$ cat config.mk
export PLATFORM = sky130hd
export DESIGN_NAME = dma_copy_master
export DESIGN_NICKNAME = d
export VERILOG_FILES = /design/src/rtl/dma_copy_pkg.sv /design/src/rtl/dma_copy_fifo.sv /design/src/rtl/dma_copy_master.sv
export SDC_FILE = /design/constraint.sdc
export NUM_CORES = 1
export LEC_CHECK = 0
export CORE_MARGIN = 4
export CORE_UTILIZATION = 30
export DETAILED_ROUTE_END_ITERATION = 12
export PLACE_DENSITY = 0.48
export SYNTH_ARGS = -nofsm -noshare
export SYNTH_HDL_FRONTEND = slang
export SYNTH_SLANG_ARGS = --single-unit
$ cat constraint.sdc
create_clock -name clk -period 3.4 [get_ports clk]
set_input_delay 0.51 -clock clk [delete_from_list [all_inputs] [get_ports clk]]
set_output_delay 0.51 -clock clk [all_outputs]
set_load 0.02 [all_outputs]
$ cat src/rtl/dma_copy_pkg.sv
// Shared types and constants for the dma_copy_master memory-to-memory copy engine.
package dma_copy_pkg;

  typedef enum logic [1:0] {
    IDLE = 2'd0,
    RUN  = 2'd1,
    DONE = 2'd2
  } state_e;

  localparam int unsigned WORD_BYTES = 4;
  localparam logic [3:0]  BE_ALL     = 4'hF;

endpackage

$ cat src/rtl/dma_copy_fifo.sv
// Synchronous read-data FIFO; the head is a registered slot, so a push becomes
// visible on head the cycle after it is written (no fall-through).
module dma_copy_fifo #(
  parameter int  DEPTH = 4,
  parameter int  WIDTH = 32,
  localparam int PTR_W = $clog2(DEPTH),
  localparam int CNT_W = PTR_W + 1
) (
  input  logic             clk,
  input  logic             reset_n,
  input  logic             push,
  input  logic [WIDTH-1:0] push_data,
  input  logic             pop,
  output logic [WIDTH-1:0] head,
  output logic [CNT_W-1:0] count,
  output logic             empty,
  output logic             full
);

  logic [WIDTH-1:0] mem [DEPTH];
  logic [PTR_W-1:0] wr_ptr, rd_ptr;

  // NOTE: the storage array is deliberately left out of reset; only the
  // pointers and count define validity, and a reset RAM would cost a flop
  // per bit instead of mapping onto memory.
  always_ff @(posedge clk) begin
    if (push) begin
      mem[wr_ptr] <= push_data;
    end
  end

  // NOTE: sequential state is updated with non-blocking assignments so every
  // register in this block sees the pre-edge values of the others.
  always_ff @(posedge clk) begin
    if (!reset_n) begin
      wr_ptr <= '0;
      rd_ptr <= '0;
      count  <= '0;
    end else begin
      if (push) wr_ptr <= wr_ptr + PTR_W'(1);
      if (pop)  rd_ptr <= rd_ptr + PTR_W'(1);
      case ({push, pop})
        2'b10:   count <= count + CNT_W'(1);
        2'b01:   count <= count - CNT_W'(1);
        default: count <= count;
      endcase
    end
  end

  assign head  = mem[rd_ptr];
  assign empty = (count == '0);
  assign full  = (count == CNT_W'(DEPTH));

endmodule

$ cat src/rtl/dma_copy_master.sv
// Avalon-MM copy engine: reads len_words words from src_addr into a small FIFO
// and writes them out to dst_addr, with a start/busy/done handshake.
module dma_copy_master
  import dma_copy_pkg::*;
#(
  parameter int ADDR_W     = 32,
  parameter int LEN_W      = 16,
  parameter int FIFO_DEPTH = 4
) (
  input  logic              clk,
  input  logic              reset_n,
  input  logic              start,
  input  logic [ADDR_W-1:0] src_addr,
  input  logic [ADDR_W-1:0] dst_addr,
  input  logic [LEN_W-1:0]  len_words,
  output logic              busy,
  output logic              done,
  output logic [ADDR_W-1:0] rd_address,
  output logic              rd_read,
  input  logic              rd_waitrequest,
  input  logic [31:0]       rd_readdata,
  input  logic              rd_readdatavalid,
  output logic [ADDR_W-1:0] wr_address,
  output logic              wr_write,
  output logic [31:0]       wr_writedata,
  output logic [3:0]        wr_byteenable,
  input  logic              wr_waitrequest
);

  localparam int                CNT_W      = $clog2(FIFO_DEPTH) + 1;
  localparam logic [ADDR_W-1:0] ALIGN_MASK = ~ADDR_W'(WORD_BYTES - 1);
  localparam logic [ADDR_W-1:0] ADDR_STEP  = ADDR_W'(WORD_BYTES);

  state_e             state_q, state_d;
  logic [ADDR_W-1:0]  rd_addr_q, wr_addr_q;
  logic [LEN_W-1:0]   rd_remaining_q, wr_remaining_q;
  logic [CNT_W-1:0]   outstanding_q;
  logic [CNT_W-1:0]   fifo_count;
  logic               fifo_empty, fifo_full;
  logic               in_run, rd_accept, wr_accept, push;

  assign in_run    = (state_q == RUN);
  assign push      = in_run & rd_readdatavalid;
  assign rd_accept = rd_read & ~rd_waitrequest;
  assign wr_accept = wr_write & ~wr_waitrequest;

  // NOTE: every combinational output gets a default before the case so no
  // path leaves a signal unassigned and infers a latch.
  always_comb begin
    state_d = state_q;
    case (state_q)
      IDLE:    if (start) state_d = (len_words == '0) ? DONE : RUN;
      RUN:     if (wr_accept && wr_remaining_q == LEN_W'(1)) state_d = DONE;
      DONE:    state_d = IDLE;
      default: state_d = IDLE;
    endcase
  end

  // Reads in flight plus buffered words never exceed the FIFO, so a return
  // always has a free slot to land in.
  always_comb begin
    rd_read  = in_run && (rd_remaining_q != '0) &&
               (({1'b0, fifo_count} + {1'b0, outstanding_q}) < (CNT_W + 1)'(FIFO_DEPTH));
    wr_write = in_run && !fifo_empty;
  end

  always_ff @(posedge clk) begin
    if (!reset_n) begin
      state_q        <= IDLE;
      rd_addr_q      <= '0;
      wr_addr_q      <= '0;
      rd_remaining_q <= '0;
      wr_remaining_q <= '0;
      outstanding_q  <= '0;
    end else begin
      state_q <= state_d;
      if (state_q == IDLE && start) begin
        rd_addr_q      <= src_addr & ALIGN_MASK;
        wr_addr_q      <= dst_addr & ALIGN_MASK;
        rd_remaining_q <= len_words;
        wr_remaining_q <= len_words;
        outstanding_q  <= '0;
      end else begin
        if (rd_accept) begin
          rd_addr_q      <= rd_addr_q + ADDR_STEP;
          rd_remaining_q <= rd_remaining_q - LEN_W'(1);
        end
        if (wr_accept) begin
          wr_addr_q      <= wr_addr_q + ADDR_STEP;
          wr_remaining_q <= wr_remaining_q - LEN_W'(1);
        end
        case ({rd_accept, push})
          2'b10:   outstanding_q <= outstanding_q + CNT_W'(1);
          2'b01:   outstanding_q <= outstanding_q - CNT_W'(1);
          default: outstanding_q <= outstanding_q;
        endcase
      end
    end
  end

  dma_copy_fifo #(
    .DEPTH (FIFO_DEPTH),
    .WIDTH (32)
  ) u_fifo (
    .clk       (clk),
    .reset_n   (reset_n),
    .push      (push),
    .push_data (rd_readdata),
    .pop       (wr_accept),
    .head      (wr_writedata),
    .count     (fifo_count),
    .empty     (fifo_empty),
    .full      (fifo_full)
  );

  assign busy          = in_run;
  assign done          = (state_q == DONE);
  assign rd_address    = rd_addr_q;
  assign wr_address    = wr_addr_q;
  assign wr_byteenable = BE_ALL;

  no_fifo_overflow: assert property (@(posedge clk) disable iff (!reset_n) !(push && fifo_full));

endmodule

==> impl_results.md, run 1 <==
- Status: completed
- Die W: 196 um
- Setup Fix Bufs, Post-CTS: 0
- Slew headroom: 0.463
- Largest net degree at the start of global routing: 61
- Post-synthesis adder-cell area fraction: 0.0190
- # setup viols final: 0
- Placed cells: 1585
- Initial antenna violation count: 0
- Initial Util: 0.306
- #FFs+latches synth: 234
- Final WL: 32000 um
- Area contributors post-synth: edfxtp_1 36%, dfxtp_1 20%, mux4_2 6.8%, nand2_1 3.2%, a21oi_1 2.2%
- Worst-path clk slew: 60 ps
- Setup TNS Final: 0 ps
- Clock root buffer: clkbuf_16
- Ys Warns: 0
- Kind of critical path: flip-flop to output port
- Cts repair resizes: 0
- Post-synthesis simple-gate area fraction: 0.160
- Number of synthesized flops with an enable pin: 128
- Max-slew violation total from the final report: 0
- Cell taking the most area after synthesis: edfxtp_1
- Ant. Diodes: 0
- IO Pins: 222
- Fin crit period: 3080 ps
- Drt first-iter violations: 512
- Crit Path Max Fanout: 6
- Hold slack: 327 ps
- Number of global-route vias before repair: 8601
- Global-route usage over all layers: 0.160
- Seq pwr share: 0.457
- Top cell type's share of synthesized area: 0.361
- Max IR drop VDD: 0.408 mV
- Final hold vios: 0
- Die area: 38600 um2
- Pint: 0.00524 W
- GP Congestion: 0.794
- Vias per cell: 5.22
- Leakage: 4.62 nW
- Pwr dens: 499 nW/um2
- Port buffer count: 209
- Vias: 8530
- Drt drc: 0
- Worst min-delay path class: input pin to flip-flop
- Share of cells above drive strength 1: 0.108
- NetSw: 0.00185 W
- Slew @ Worst Pin: 801 ps
- Main combinational cell family by area after synthesis: simple AND/OR/NAND/NOR gates
- Startpoint types: flip-flop
- TritonCTS clock tree: yes
- Tcrit/Tclk final: 0.906
- Sink Count: 234
- Max Cap Viol: 0
- Critical path required time: 2890 ps
- Post-Place Worst Slack: 646 ps
- First-pass GRT wire length: 49800 um
- Clock share of power: 0.396
- Main synth FF type: edfxtp_1
- Avg Cell Area, Syn: 11.3 um2
- DRT Pass-1 Iters: 5
- Grt ovf: 0
- Unrepaired setup endpoints after global routing: no
- Sw frac: 0.261
- Htree depth: 1
- Antenna Violating Nets Remaining: 0
- DPL Wire Length: 21200 um
- Num CTS Buffers: 27
- Crit. End Element: output port
- DR WL/cell: 19.6 um
- Synth-to-Final Area Change: 33.4%
- Worst-case clock buffer depth: 3
- Std cell rows: 68
- Clock skew: 16.2 ps
- Combinational power share: 0.147
- Mapped Cells: 941
- Most common cell after layout, fill and taps aside: clkdlybuf4s50_1
- Commonest cells after routing, fill and taps aside: 208 x clkdlybuf4s50_1, 128 x edfxtp_1, 105 x dfxtp_1
- Core Box Area: 34800 um2
- Hold-fix buffers, CTS: 0
- Synth Area in Compound Gates: 0.141
- Worst-Skew Late Latency: 540 ps
- Non-Filler Instances: 1634
- Mapped Area: 10700 um2
- Synth cell types: 70
- Share of flip-flops with an asynchronous set or reset: 0
- Arrival @ worst endpoint: 2570 ps
- NumNets Final: 1292
- Fmax: 325 MHz
- PnR worst setup slack: 321 ps
- Die H: 196 um
- Seq/Total Area, Yosys: 0.560
- XOR/XNOR Fraction of Synth Area: 0.0140
- Mux cell area share after synthesis: 0.0706
-- state kept, by name, summed over array words and instances (netlist names), 3 cells and up, named ones only --
register / flops
wr_remaining_q: 16
outstanding_q: 3
rd_remaining_q: 16
wr_address: 30
rd_address: 30
u_fifo.mem: 128
u_fifo.count: 3
-- cell families (layout without fill, tap and decap cells) --
| logic type | count (synthesis) | in the layout |
|---|---|---|
| and+or+nand+nor | 327 | 327 |
| DFF | 234 | 234 |
| AOI/OAI and AO/OA | 223 | 223 |
| buffers and inverters | 88 | 320 |
| muxes | 35 | 35 |
| xor gates and xnor gates | 17 | 17 |
| adders and majority gates | 15 | 15 |
| other | 2 | 8 |
-- routing by layer --
metal,track usage,up-vias,wire length (um),share of wire
met4,0.0328,0,590,0.018
met1,0.221,4152,14600,0.46
met5,0,-,0,0
met2,0.256,255,14500,0.46
met3,0.0386,36,2200,0.069
li1,-,4087,-,-
-- power by group through the flow --
stage	sequential, W	combinational, W	clock (W)
detailed placement	0.00330	0.00105	0
CTS	0.00324	0.00106	0.00290
floorplan	0.00334	0.000489	0
global route	0.00326	0.00114	0.00301
finish	0.00324	0.00104	0.00280
global placement	0.00330	0.00105	0
-- area by class of cell --
class | count | area [um2]
clock inverter | 11 | 77.6
tap | 455 | 569
fill | 3405 | 20600
clock buffer | 38 | 777
sequential | 234 | 5970
timing repair buffer | 243 | 2370
multi-input combinational | 625 | 4350
inverter | 28 | 105
-- worst max-delay path, cell delays in order, from the launching register on --
cell and delay [ps]:
dfxtp_1 350, nor4_1 670, nand4_1 220, nand2_1 180, inv_1 70, clkdlybuf4s50_1 530
-- Yosys cell counts (all sizes together), types with 4 or more instances --
cell type and instances:
a211oi 9, a21oi 48, a311oi 8, a31oi 36, a32oi 4, and2 6, and3 14, and4 5
buf 18, clkbuf 42, dfxtp 106, edfxtp 128, ha 13, inv 28, mux4 32, nand2 91
nand3 32, nand4 23, nor2 53, nor3 22, nor4 24, o211ai 10, o21a 9, o21ai 39
o311a 4, o311ai 12, o31a 7, o31ai 8, or3 28, or4 12, xnor2 8, xor2 9
-- through the flow --
stage | power, W | cell area (um2) | utilization
floorplan | 0.00382 | 10700 | -
global placement | 0.00434 | 13400 | 0.384
detailed placement | 0.00435 | 13400 | 0.384
CTS | 0.00720 | 14200 | 0.408
global route | 0.00741 | 14200 | 0.408
finish | 0.00709 | 14200 | 0.408
-- path summary, 6_finish.rpt --
path | cells past startpoint | start | slack [ps] | end
max | 5 | rd_remaining_q[6] | 320 | rd_read
min | 3 | reset_n | 330 | rd_address[26]
max reg2reg | 11 | rd_remaining_q[6] | 720 | outstanding_q[2]
min reg2reg | 2 | wr_remaining_q[4] | 490 | wr_remaining_q[4]
Power figures use the tool's default switching activity.
==> run 2, diff against run 1 <==
--- a/config.mk
+++ b/config.mk
@@ -5,10 +5,11 @@
 export SDC_FILE = /design/constraint.sdc
 export NUM_CORES = 1
 export LEC_CHECK = 0
+export CAP_MARGIN = 20
 export CORE_MARGIN = 4
 export CORE_UTILIZATION = 30
 export DETAILED_ROUTE_END_ITERATION = 12
-export PLACE_DENSITY = 0.48
+export SETUP_SLACK_MARGIN = 0.2
 export SYNTH_ARGS = -nofsm -noshare
 export SYNTH_HDL_FRONTEND = slang
 export SYNTH_SLANG_ARGS = --single-unit
==> run 2 against run 1 <==
Design area decreased by 0.57%. Wire length decreased by 4.0%. Clock-buffer cell count decreased by 5. Via count increased by 1.5%. Critical path depth is 3 higher. Register-to-register slack improved by 130 ps. Die area unchanged. Global-route usage shrank 0.65 points. Critical endpoint unchanged. Largest cell class unchanged.
==> impl_results.md, run 2 (synthesis results as in run 1) <==
- CP max stage delay: 540 ps
- Status: completed
- Htree depth: 1
- GP Congestion: 0.825
- Kind of critical path: flip-flop to output port
- Hold-fix buffers, CTS: 0
- Max IR drop VDD: 0.415 mV
- Setup TNS Final: 0 ps
- CP dominant cell by count: inv_1
- Die H: 196 um
- Startpoint types: flip-flop
- Clock root buffer: clkbuf_16
- Die W: 196 um
- Most common cell after layout, fill and taps aside: clkdlybuf4s50_1
- Worst-Skew Late Latency: 530 ps
- Drt drc: 0
- Commonest cells after routing, fill and taps aside: 208 x clkdlybuf4s50_1, 128 x edfxtp_1, 105 x dfxtp_1
- Cell area after layout: 14100 um2
- Sink Count: 234
- Max Cap Viol: 0
- Largest net degree at the start of global routing: 86
- Reg2reg end: outstanding_q[2]
- First-pass GRT wire length: 48400 um
- Placed Area: 13300 um2
- Leakage: 4.56 nW
- Crit. End Element: output port
- Arrival @ worst endpoint: 2500 ps
- Std cell rows: 68
- Worst hold stages: 2
- Final hold vios: 0
- IO Pins: 222
- Worst min-delay path class: flip-flop to flip-flop
- Initial antenna violation count: 4
- Worst path depth: 8
- Number of global-route vias before repair: 8737
- Fmax: 332 MHz
- Pwr dens: 496 nW/um2
- Critical-path cell list: inv_1, ha_1, nor4b_2, nand4_1, buf_4, nand2_1, inv_1, clkdlybuf4s50_1
- Reg2reg setup slack: 850 ps
- Unrepaired setup endpoints after global routing: no
- Fill count: 3347
- DPL Wire Length: 20700 um
- Slowest library cell on the worst path: clkdlybuf4s50_1
- Top reg by flops: u_fifo.mem
- Share of cells above drive strength 1: 0.100
- Core Box Area: 34800 um2
- NumNets Final: 1282
- Port buffer count: 209
- PnR worst setup slack: 390 ps
- Synth-to-Final Area Change: 32.7%
- Crit path buf inv count: 4
- Slew headroom: 0.546
- Core Util, Final: 0.406
- R2R Path Start: rd_remaining_q[0]
- Fin crit period: 3010 ps
- Worst-case clock buffer depth: 3
- Critical path required time: 2890 ps
- Vias per cell: 5.34
- Final WL: 30700 um
- Tcrit/Tclk final: 0.885
- Grt ovf: 0
- Max-slew violation total from the final report: 0
- Crit Path Max Fanout: 6
- WHS Endpoint: wr_remaining_q[4]
- Hold slack: 491 ps
- Largest register FFs: 128
- DR WL/cell: 18.9 um
- Cts repair resizes: 0
- TritonCTS clock tree: yes
- Clock skew: 12.1 ps
- Worst-path clk slew: 60 ps
- Slew @ Worst Pin: 675 ps
- Die area: 38600 um2
- DRT Pass-1 Iters: 4
- Num CTS Buffers: 26
- Global-route usage over all layers: 0.153
- Drt first-iter violations: 263
- Hold_sp: wr_remaining_q[4]
- Kind of cell adding the most delay to the critical path: buffers and inverters
- Post-Place Worst Slack: 707 ps
- Initial Util: 0.306
- Setup Fix Bufs, Post-CTS: 0
- Antenna Violating Nets Remaining: 0
- Vias: 8660
- Worst r2r path cells: 13
- # setup viols final: 0
==> run 2: final cells by class <==
class / instances / area, um2 / area share
flip-flops and latches: 234 / 5970 / 0.422
multi-input cells: 625 / 4360 / 0.309
repair buffers: 234 / 2300 / 0.163
clock inverters: 12 / 149 / 0.0105
inverters: 28 / 105 / 0.00744
clock buffers: 33 / 677 / 0.0479
well taps: 455 / 569 / 0.0403
diodes: 1 / 2.50 / 0.000177
==> run 2: how the worst max path moves through the flow <==
stage                      startpoint          endpoint  slack [ps]
finish              rd_remaining_q[0]           rd_read         390
global route        rd_remaining_q[0]           rd_read         240
CTS                 rd_remaining_q[6]           rd_read         230
detailed placement     wr_waitrequest    wr_address[22]         710
global placement       wr_waitrequest    wr_address[22]         740
floorplan           rd_remaining_q[6]  outstanding_q[2]         700
==> run 2: worst reg2reg max path: cells and delay by family (launching register included) <==
kind | cells | cell delay (ps)
xor+xnor | 2 | 290
buf+inv | 3 | 200
simple gates | 5 | 820
flops | 1 | 320
fa+ha+maj | 3 | 810
==> run 2: routing by layer <==
| metal | global-route usage | wire, um | share of wire | up-vias |
|---|---|---|---|---|
| li1 | - | - | - | 4068 |
| met1 | 0.206 | 13600 | 0.44 | 4229 |
| met2 | 0.247 | 13900 | 0.45 | 304 |
| met3 | 0.0395 | 2450 | 0.080 | 53 |
| met4 | 0.0398 | 741 | 0.024 | 6 |
| met5 | 0 | 35 | 0.0011 | - |
==> run 2: through the flow <==
stage               power (W)  instances
floorplan             0.00382        947
global placement      0.00431       1576
detailed placement    0.00432       1576
CTS                   0.00711       1621
global route          0.00733       1622
finish                0.00701       1622
==> run 2: where the power goes <==
group	internal, W	switching [W]
Clock	0.00163	0.00111
Combinational	0.000470	0.000560
Sequential	0.00311	0.000132
Total	0.00521	0.00181
==> run 3, diff against run 2 <==
--- a/config.mk
+++ b/config.mk
@@ -8,6 +8,7 @@
 export CAP_MARGIN = 20
 export CORE_MARGIN = 4
 export CORE_UTILIZATION = 30
+export CTS_CLUSTER_SIZE = 30
 export DETAILED_ROUTE_END_ITERATION = 12
 export SETUP_SLACK_MARGIN = 0.2
 export SYNTH_ARGS = -nofsm -noshare
==> results of run 3 <==
No change in the layout: final DEF, timing and power equal those of run 2.
